`config.mk`:
```
export PLATFORM = sky130hd
export DESIGN_NAME = pipeline_ctrl
export DESIGN_NICKNAME = d
export VERILOG_FILES = /design/src/rtl/pipeline_ctrl_pkg.sv /design/src/rtl/multicycle_tracker.sv /design/src/rtl/pipeline_ctrl.sv
export SDC_FILE = /design/constraint.sdc
export NUM_CORES = 1
export LEC_CHECK = 0
export CAP_MARGIN = 20
export CORE_MARGIN = 5
export CORE_UTILIZATION = 43
export CTS_CLUSTER_SIZE = 28
export DETAILED_ROUTE_END_ITERATION = 10
export GPL_ROUTABILITY_DRIVEN = 0
export GPL_TIMING_DRIVEN = 0
export PLACE_DENSITY = 0.77
export SLEW_MARGIN = 5
export SYNTH_ARGS = -nofsm -noshare
export SYNTH_HDL_FRONTEND = slang
export SYNTH_SLANG_ARGS = --single-unit
```
`constraint.sdc`:
```
create_clock -name clk -period 3.7 [get_ports clk]
set_input_delay 1.11 -clock clk [delete_from_list [all_inputs] [get_ports clk]]
set_output_delay 1.11 -clock clk [all_outputs]
set_load 0.05 [all_outputs]
```
`src/rtl/pipeline_ctrl_pkg.sv`:
```
// Shared constants for the pipeline stall controller: register-address width,
// stall bus layout and a helper that builds monotone stall vectors.
package pipeline_ctrl_pkg;

    localparam int REG_ADDR_BUS_WIDTH = 5;
    localparam int STALL_BUS_WIDTH    = 6;

    // Stage index of each bit in the stall bus
    localparam int STALL_PC  = 0;
    localparam int STALL_IF  = 1;
    localparam int STALL_ID  = 2;
    localparam int STALL_EX  = 3;
    localparam int STALL_MEM = 4;
    localparam int STALL_WB  = 5;

    typedef logic [STALL_BUS_WIDTH-1:0] stall_vec_t;

    // Stall every stage from PC up to and including 'stage'; the result is
    // monotone by construction, so the bubble lands at stage+1.
    function automatic stall_vec_t stall_through(input int stage);
        stall_vec_t vec;
        vec = '0;
        for (int i = 0; i < STALL_BUS_WIDTH; i++) begin
            if (i <= stage) begin
                vec[i] = 1'b1;
            end
        end
        return vec;
    endfunction

endpackage

```
`src/rtl/multicycle_tracker.sv`:
```
// Tracks a multi-cycle EX operation: stalls EX for exactly N cycles, then
// presents ex_done until the instruction can leave EX (no MEM stall).
module multicycle_tracker #(
    parameter int EX_CNT_WIDTH = 5
) (
    input  logic                    clk,
    input  logic                    rst,
    input  logic                    ex_start,
    input  logic [EX_CNT_WIDTH-1:0] ex_cycles,
    input  logic                    mem_stall,
    output logic                    ex_stall,
    output logic                    ex_done,
    output logic                    ex_busy
);

    typedef enum logic [1:0] {
        IDLE = 2'b00,
        BUSY = 2'b01,
        DONE = 2'b10
    } state_t;

    state_t                  state;
    logic [EX_CNT_WIDTH-1:0] cnt;
    logic                    accept;

    // A zero-length request is a single-cycle op and never enters the FSM
    assign accept   = (state == IDLE) && ex_start && (ex_cycles != '0);
    // The start cycle itself already counts as the first stalled cycle
    assign ex_stall = accept || (state == BUSY);

    // FSM with counter; ex_done/ex_busy are registered alongside the state
    always_ff @(posedge clk or posedge rst) begin
        if (rst) begin
            state   <= IDLE;
            cnt     <= '0;
            ex_done <= 1'b0;
            ex_busy <= 1'b0;
        end else begin
            case (state)
                IDLE: begin
                    if (accept) begin
                        ex_busy <= 1'b1;
                        if (ex_cycles == EX_CNT_WIDTH'(1)) begin
                            state   <= DONE;
                            ex_done <= 1'b1;
                        end else begin
                            state <= BUSY;
                            cnt   <= ex_cycles - EX_CNT_WIDTH'(2);
                        end
                    end
                end
                BUSY: begin
                    // Keeps counting even while MEM holds the pipeline
                    if (cnt == '0) begin
                        state   <= DONE;
                        ex_done <= 1'b1;
                    end else begin
                        cnt <= cnt - EX_CNT_WIDTH'(1);
                    end
                end
                DONE: begin
                    // Result must stay valid until the instruction can move on
                    if (!mem_stall) begin
                        state   <= IDLE;
                        ex_done <= 1'b0;
                        ex_busy <= 1'b0;
                    end
                end
                default: begin
                    state   <= IDLE;
                    ex_done <= 1'b0;
                    ex_busy <= 1'b0;
                end
            endcase
        end
    end

endmodule

```
`src/rtl/pipeline_ctrl.sv`:
```
// Central stall controller: merges MEM wait, multi-cycle EX and load-use
// hazards into one monotone stall vector and counts front-end stall cycles.
module pipeline_ctrl
    import pipeline_ctrl_pkg::*;
#(
    parameter int EX_CNT_WIDTH   = 5,
    parameter int PERF_CNT_WIDTH = 32
) (
    input  logic                          clk,
    input  logic                          rst,
    input  logic                          id_read_en_1,
    input  logic [REG_ADDR_BUS_WIDTH-1:0] id_read_addr_1,
    input  logic                          id_read_en_2,
    input  logic [REG_ADDR_BUS_WIDTH-1:0] id_read_addr_2,
    input  logic                          ex_ram_read_flag,
    input  logic                          ex_write_reg_en,
    input  logic [REG_ADDR_BUS_WIDTH-1:0] ex_write_reg_addr,
    input  logic                          ex_start,
    input  logic [EX_CNT_WIDTH-1:0]       ex_cycles,
    input  logic                          mem_ram_ready,
    input  logic                          mem_ram_en,
    output logic [STALL_BUS_WIDTH-1:0]    stall,
    output logic                          ex_done,
    output logic                          ex_busy,
    output logic [PERF_CNT_WIDTH-1:0]     stall_cycles
);

    logic mem_stall;
    logic ex_stall;
    logic load_use;
    logic hit_1;
    logic hit_2;

    assign mem_stall = mem_ram_en && !mem_ram_ready;

    // r0 is hard-wired zero, so a load targeting it never creates a hazard
    assign hit_1    = id_read_en_1 && (id_read_addr_1 == ex_write_reg_addr);
    assign hit_2    = id_read_en_2 && (id_read_addr_2 == ex_write_reg_addr);
    assign load_use = ex_ram_read_flag && ex_write_reg_en &&
                      (ex_write_reg_addr != '0) && (hit_1 || hit_2);

    multicycle_tracker #(
        .EX_CNT_WIDTH(EX_CNT_WIDTH)
    ) u_tracker (
        .clk       (clk),
        .rst       (rst),
        .ex_start  (ex_start),
        .ex_cycles (ex_cycles),
        .mem_stall (mem_stall),
        .ex_stall  (ex_stall),
        .ex_done   (ex_done),
        .ex_busy   (ex_busy)
    );

    // Fixed-priority stall mux; the deepest stalled stage wins
    always_comb begin
        stall = '0;
        if (!rst) begin
            if (mem_stall) begin
                stall = stall_through(STALL_MEM);
            end else if (ex_stall) begin
                stall = stall_through(STALL_EX);
            end else if (load_use) begin
                stall = stall_through(STALL_ID);
            end
        end
    end

    // Performance counter of cycles in which the PC is held; wraps freely
    always_ff @(posedge clk or posedge rst) begin
        if (rst) begin
            stall_cycles <= '0;
        end else if (stall[STALL_PC]) begin
            stall_cycles <= stall_cycles + PERF_CNT_WIDTH'(1);
        end
    end

endmodule

```
### Word-level counts from Yosys, hierarchy flattened

Index checks and enable logic that the tools add are counted.

| storage, ports and cells | value |
|---|---|
| flip-flop bits (word level) | 41 |
| input bits | 29 |
| output and inout port bits | 40 |
| word-level logic and storage cells | 60 |

| operators by class | value |
|---|---|
| $add $sub $neg | 3 |
| equal/unequal tests | 11 |
| muxes and demuxes | 20 |
| bitwise operators | 1 |
| reductions and logical operators | 20 |

Operator list:

| operator | count |
|---|---|
| adder 32 x 1 -> 32 bit, second input constant | 1 |
| two-way mux 5 bit | 5 |
| == test 5 bit | 2 |
| inequality test 2 bit, second input constant | 5 |
| case mux 5 bit (2 select lines) | 1 |
| nonzero test 5 bit | 2 |
| logical AND 1 bit | 8 |
| two-way mux 2 bit | 4 |
| AND reduction 4 bit | 2 |
| case mux 1 bit (3 select lines) | 2 |
| case mux 2 bit (3 select lines) | 1 |
| AND reduction 3 bit | 2 |
| == test 5 x 1 -> 1 bit, second input constant | 1 |
| logical NOT 5 bit | 1 |
| two-way mux 1 bit | 5 |
| subtractor 5 x 1 -> 5 bit, second input constant | 1 |
| subtractor 5 x 2 -> 5 bit, second input constant | 1 |
| two-way mux 4 bit | 1 |
| two-way mux 3 bit | 1 |
| == test 2 x 1 -> 1 bit, second input constant | 1 |
| == test 2 bit, second input constant | 1 |
| logical NOT 2 bit | 1 |
| logical OR 1 bit | 2 |
| inequality test 2 x 1 -> 1 bit, second input constant | 1 |
| other kinds (3) | 3 |

### Logic depth before layout (Yosys ltp)

Gate-level depths: netlist of run 1.

| logic depth | value |
|---|---|
| word-level depth | 8 |
| depth in mapped cells | 7 |

### By module

Synthesis of run 1 repeated with hierarchy kept, for this count alone.

| unflattened totals | value |
|---|---|
| cells, all modules | 223 |
| area, all modules | 2,260.9 µm² |

Modules (own cells, without submodules):

| module | times used | cells an instance | area an instance (µm²) | sequential area each (µm²) |
|---|---|---|---|---|
| pipeline_ctrl | 1 | 158 | 1,696.6 | 800.8 |
| multicycle_tracker | 1 | 65 | 564.3 | 225.2 |

### Least setup slack after synthesis of run 1

OpenSTA, ideal clock, no wires.

| path | value |
|---|---|
| path kind | input-to-output |
| start point | input port rst |
| end point | output port stall[1] |
| arrival time | 2.897 ns |
| data required time | 2.590 ns |
| path slack | -0.307 ns |
| stages on the path | 5 |
| cell sequence | inv_1 -> o2111a_1 -> a21oi_4 -> inv_4 -> buf_4 |

| between the ends | value |
|---|---|
| longest elaborated chain between the ends | 1 |

Ends and longest elaborated chain:

| item | line | source |
|---|---|---|
| start: declaration | pipeline_ctrl.sv:10 | `input logic rst,` |
| two-way mux 5 bit | pipeline_ctrl.sv:58 | `if (!rst) begin` |
| end: declaration | pipeline_ctrl.sv:22 | `output logic [STALL_BUS_WIDTH-1:0] stall,` |

No other way between the ends.

### Worst setup path in the final report of run 1

| path | value |
|---|---|
| start point | input port ex_cycles[4] |
| end point | output port stall[2] |

| between the ends | value |
|---|---|
| longest elaborated chain between the ends | 6 |

Ends and longest elaborated chain:

| item | line | source |
|---|---|---|
| start: declaration | pipeline_ctrl.sv:19 | `input logic [EX_CNT_WIDTH-1:0] ex_cycles,` |
| nonzero test 5 bit | multicycle_tracker.sv:27 | `assign accept = (state == IDLE) && ex_start && (ex_cycles != '0);` |
| logical AND 1 bit | multicycle_tracker.sv:27 |  |
| logical OR 1 bit | multicycle_tracker.sv:29 | `assign ex_stall = accept \|\| (state == BUSY);` |
| two-way mux 4 bit | pipeline_ctrl.sv:61 | `end else if (ex_stall) begin` |
| two-way mux 5 bit | pipeline_ctrl.sv:59 | `if (mem_stall) begin` |
| two-way mux 5 bit | pipeline_ctrl.sv:58 |  |

No other way between the ends.

==> results.sh, run 1 <==
export IMPL_crit_start="ex_cycles[4]"
export IMPL_clock_skew_ps=7.724
export IMPL_relSlewSlack=0.5892
export IMPL_cpMostUsedCell="buf_6"
export IMPL_vdd_drop_max_mv=0.5091
export IMPL_ctsHoldBuffers=0
export IMPL_setup_viol=3
export IMPL_ant_nets=0
export IMPL_via_per_inst=5.382
export IMPL_cp_data_required_time_ps=2590
export IMPL_worst_setup_path_start_kind="input pin"
export IMPL_arrival_ps=2610
export IMPL_cts_sinks=41
export IMPL_path_cells="buf_6, or4_4, o211ai_4, a31oi_4, a21oi_4, inv_6, buf_6, buf_8"
export IMPL_status="finished with violations"
export IMPL_synth_edf_count=0
export IMPL_syn_inst=222
export IMPL_power_mw=2.036
export IMPL_ioPinCount=69
export IMPL_drt_iter0_markers=115
export IMPL_syn_nets=255
export IMPL_initial_core_util=0.4461
export IMPL_rsz0062_at_grt="yes"
export IMPL_violations="setup timing"
export IMPL_drc=0
export IMPL_path_max_fanout=4
export IMPL_place_hpwl_um=4130
export IMPL_hold_viol_final=0
export IMPL_r2r_cells=9
export IMPL_synth_seq_area_share=0.4447
export IMPL_h_tree_depth=2
export IMPL_row_count=26
export IMPL_die_height_um=83.25
export IMPL_wl_per_cell_um=15.34
export IMPL_crit_type="in2out"
export IMPL_slew_viol_final=0
export IMPL_ys_top_cells_by_count="41 x dfrtp_1, 26 x xor2_1, 17 x nand2_1"
export IMPL_timing_final_crit_share=1.006
export IMPL_drive_gt1_frac=0.1661
export IMPL_cts_buffers=5
export IMPL_synth_most_common_cell="dfrtp_1"
export IMPL_worst_pin_slew_ps=613.9
export IMPL_synth_top_area_share=0.4447
export IMPL_powerDensity_nw_per_um2=625.0
export IMPL_cts_clk_slew_worst_paths_ps=70
export IMPL_grt_pass1_wl_um=9894
export IMPL_ctsRootBufferMaster="clkbuf_8"
export IMPL_synthArstFlopShare=1.000
export IMPL_slowest_stage="or4_4"
export IMPL_p_leak_nw=1.383
export IMPL_r2r_setup_slack_ps=1490
export IMPL_area_delta_synth_final_pct=41.16
export IMPL_yosysTopAreaCell="dfrtp_1"
export IMPL_hold_start="stall_cycles[31]"
export IMPL_fin_area_um2=3257
export IMPL_vias=2029
export IMPL_synth_ff_latch_count=41
export IMPL_grt_ovfl_total=0
export IMPL_synth_warnings=0
export IMPL_clockBufferDepth=2
export IMPL_r2r_start="u_tracker.state[0]"
export IMPL_fillers=419
export IMPL_drtPass1Iterations=4
export IMPL_r2r_end="stall_cycles[21]"
export IMPL_grt_use_total=0.1746
export IMPL_finish_net_count=339
export IMPL_layout_setup_ws_ps=-21.89
export IMPL_hold_class="reg2reg"
export IMPL_clk_latency_ps=300
export IMPL_coreArea_um2=5172
export IMPL_grt_pass1_vias=2006
export IMPL_synthesis_area_um2=2307
export IMPL_min_path_cells=1
export IMPL_portBuffers=67
export IMPL_cp_endpoint="stall[2]"
export IMPL_ys_flop_type="dfrtp_1"
export IMPL_dieWidth_um=83.25
export IMPL_antenna_cells=0
export IMPL_drt_wl_total_um=5783
export IMPL_critPathMaxStageDelay_ps=540
export IMPL_antenna_found_initial=0
export IMPL_dieArea_um2=6931
export IMPL_period_needed_ps=3722
export IMPL_yosys_top_cells_area="dfrtp_1 44%, xor2_1 9.9%, xnor2_1 6.1%, nand2_1 2.8%, nand4_1 2.4%"
export IMPL_syn_mean_instance_area_um2=10.39
export IMPL_fmax_ghz=0.2687
export IMPL_grt_start_max_net_pins=22
export IMPL_cts_tree="yes"
export IMPL_place_area_um2=3079
export IMPL_dp_slack_ps=-1763
export IMPL_endpoint_kind="output port"
export IMPL_synth_cell_types=44
export IMPL_drv_cap=0
==> area by class of cell <==
type	count	area [µm²]	area share
clock buffer	6	82.58	0.02536
clock inverter	2	37.54	0.01153
tap	70	87.58	0.02689
buffer	7	60.06	0.01844
timing repair inverter	2	10.01	0.003073
inverter	10	46.29	0.01421
sequential	41	1026	0.3150
timing repair buffer	75	708.2	0.2174
multi-input combinational	164	1199	0.3680
==> cells by family (layout without fill, tap and decap cells) <==
logic type      Yosys count  count (layout)  share of synthesized area
flops                    41              41                     0.4447
other cells               1               1                   0.001625
compound gates           27              27                    0.09328
xor+xnor                 42              42                     0.1594
simple gates             87              87                     0.2229
buf+inv                  17             102                    0.04013
fa+ha+maj                 4               4                    0.02169
mux                       3               3                    0.01627
==> stage by stage <==
step	TNS [ps]	hold slack [ps]	cells	utilization
after CTS	-101.2	483.5	375	0.6272
after detailed placement	-13780	473.5	359	0.5953
after global placement	-11990	455.8	359	0.5953
final	-49.73	479.1	377	0.6297
after global routing	-193.2	493.6	377	0.6297
after floorplan	-256.9	497.5	222	-
==> placed cells by master, fill, tap and decap left out, types with 8 or more instances in the layout <==
master | netlist | routed
clkdlybuf4s50_1 | 0 | 53
dfrtp_1 | 41 | 41
xor2_1 | 26 | 26
nand2_1 | 17 | 17
xnor2_1 | 16 | 16
nand3_1 | 10 | 10
nand4_1 | 9 | 9
inv_1 | 9 | 8
nor4_1 | 8 | 8
nor2_1 | 8 | 8
nor3_1 | 8 | 8
buf_4 | 3 | 8
==> flip-flops by register name (all words and copies together) (netlist names) <==
signal	count
u_tracker.ex_busy	1
stall_cycles	32
u_tracker.cnt	5
u_tracker.state	2
u_tracker.ex_done	1
==> worst min path at each step <==
stage | endpoint | slack, ps
6_report | stall_cycles[31] | 480
5_1_grt | stall_cycles[31] | 490
4_1_cts | stall_cycles[31] | 480
3_5_place_dp | stall_cycles[31] | 470
3_3_place_gp | stall_cycles[31] | 460
2_1_floorplan | u_tracker.cnt[3] | 500
==> routing by layer <==
layer,up-vias,wire length (µm),global-route usage
li1,966,-,-
met1,987,2679,0.2421
met2,72,2704,0.2704
met3,4,351,0.04257
met4,0,47,0.04903
met5,-,0,0
==> timing repair <==
| item | 4_1_cts | 5_1_grt |
|---|---|---|
| endpoints found under the setup margin | 7 | 4 |
| setup buffers | 6 | 1 |
| cloned | 2 | 0 |
| pin swaps | 6 | 4 |
| resized for setup | 56 | 4 |
==> critical path, delay by kind of cell <==
kind            cells  cell delay [ps]
buf+inv             4              410
compound gates      3              540
simple gates        1              540
==> power breakdown <==
part | leakage, nW | internal (mW) | switching, mW
sequential | 0.500 | 0.551 | 0.109
clock | 0.0574 | 0.219 | 0.159
combinational | 0.825 | 0.390 | 0.607
total | 1.38 | 1.16 | 0.875
No activity file was read; power rests on OpenSTA's default activity.
==> inputs of run 2 (changes only) <==
Settings changed: GPL_ROUTABILITY_DRIVEN 0 to not set.
==> results of run 2 <==
The final DEF is identical to that of run 1; final timing and power are the same.
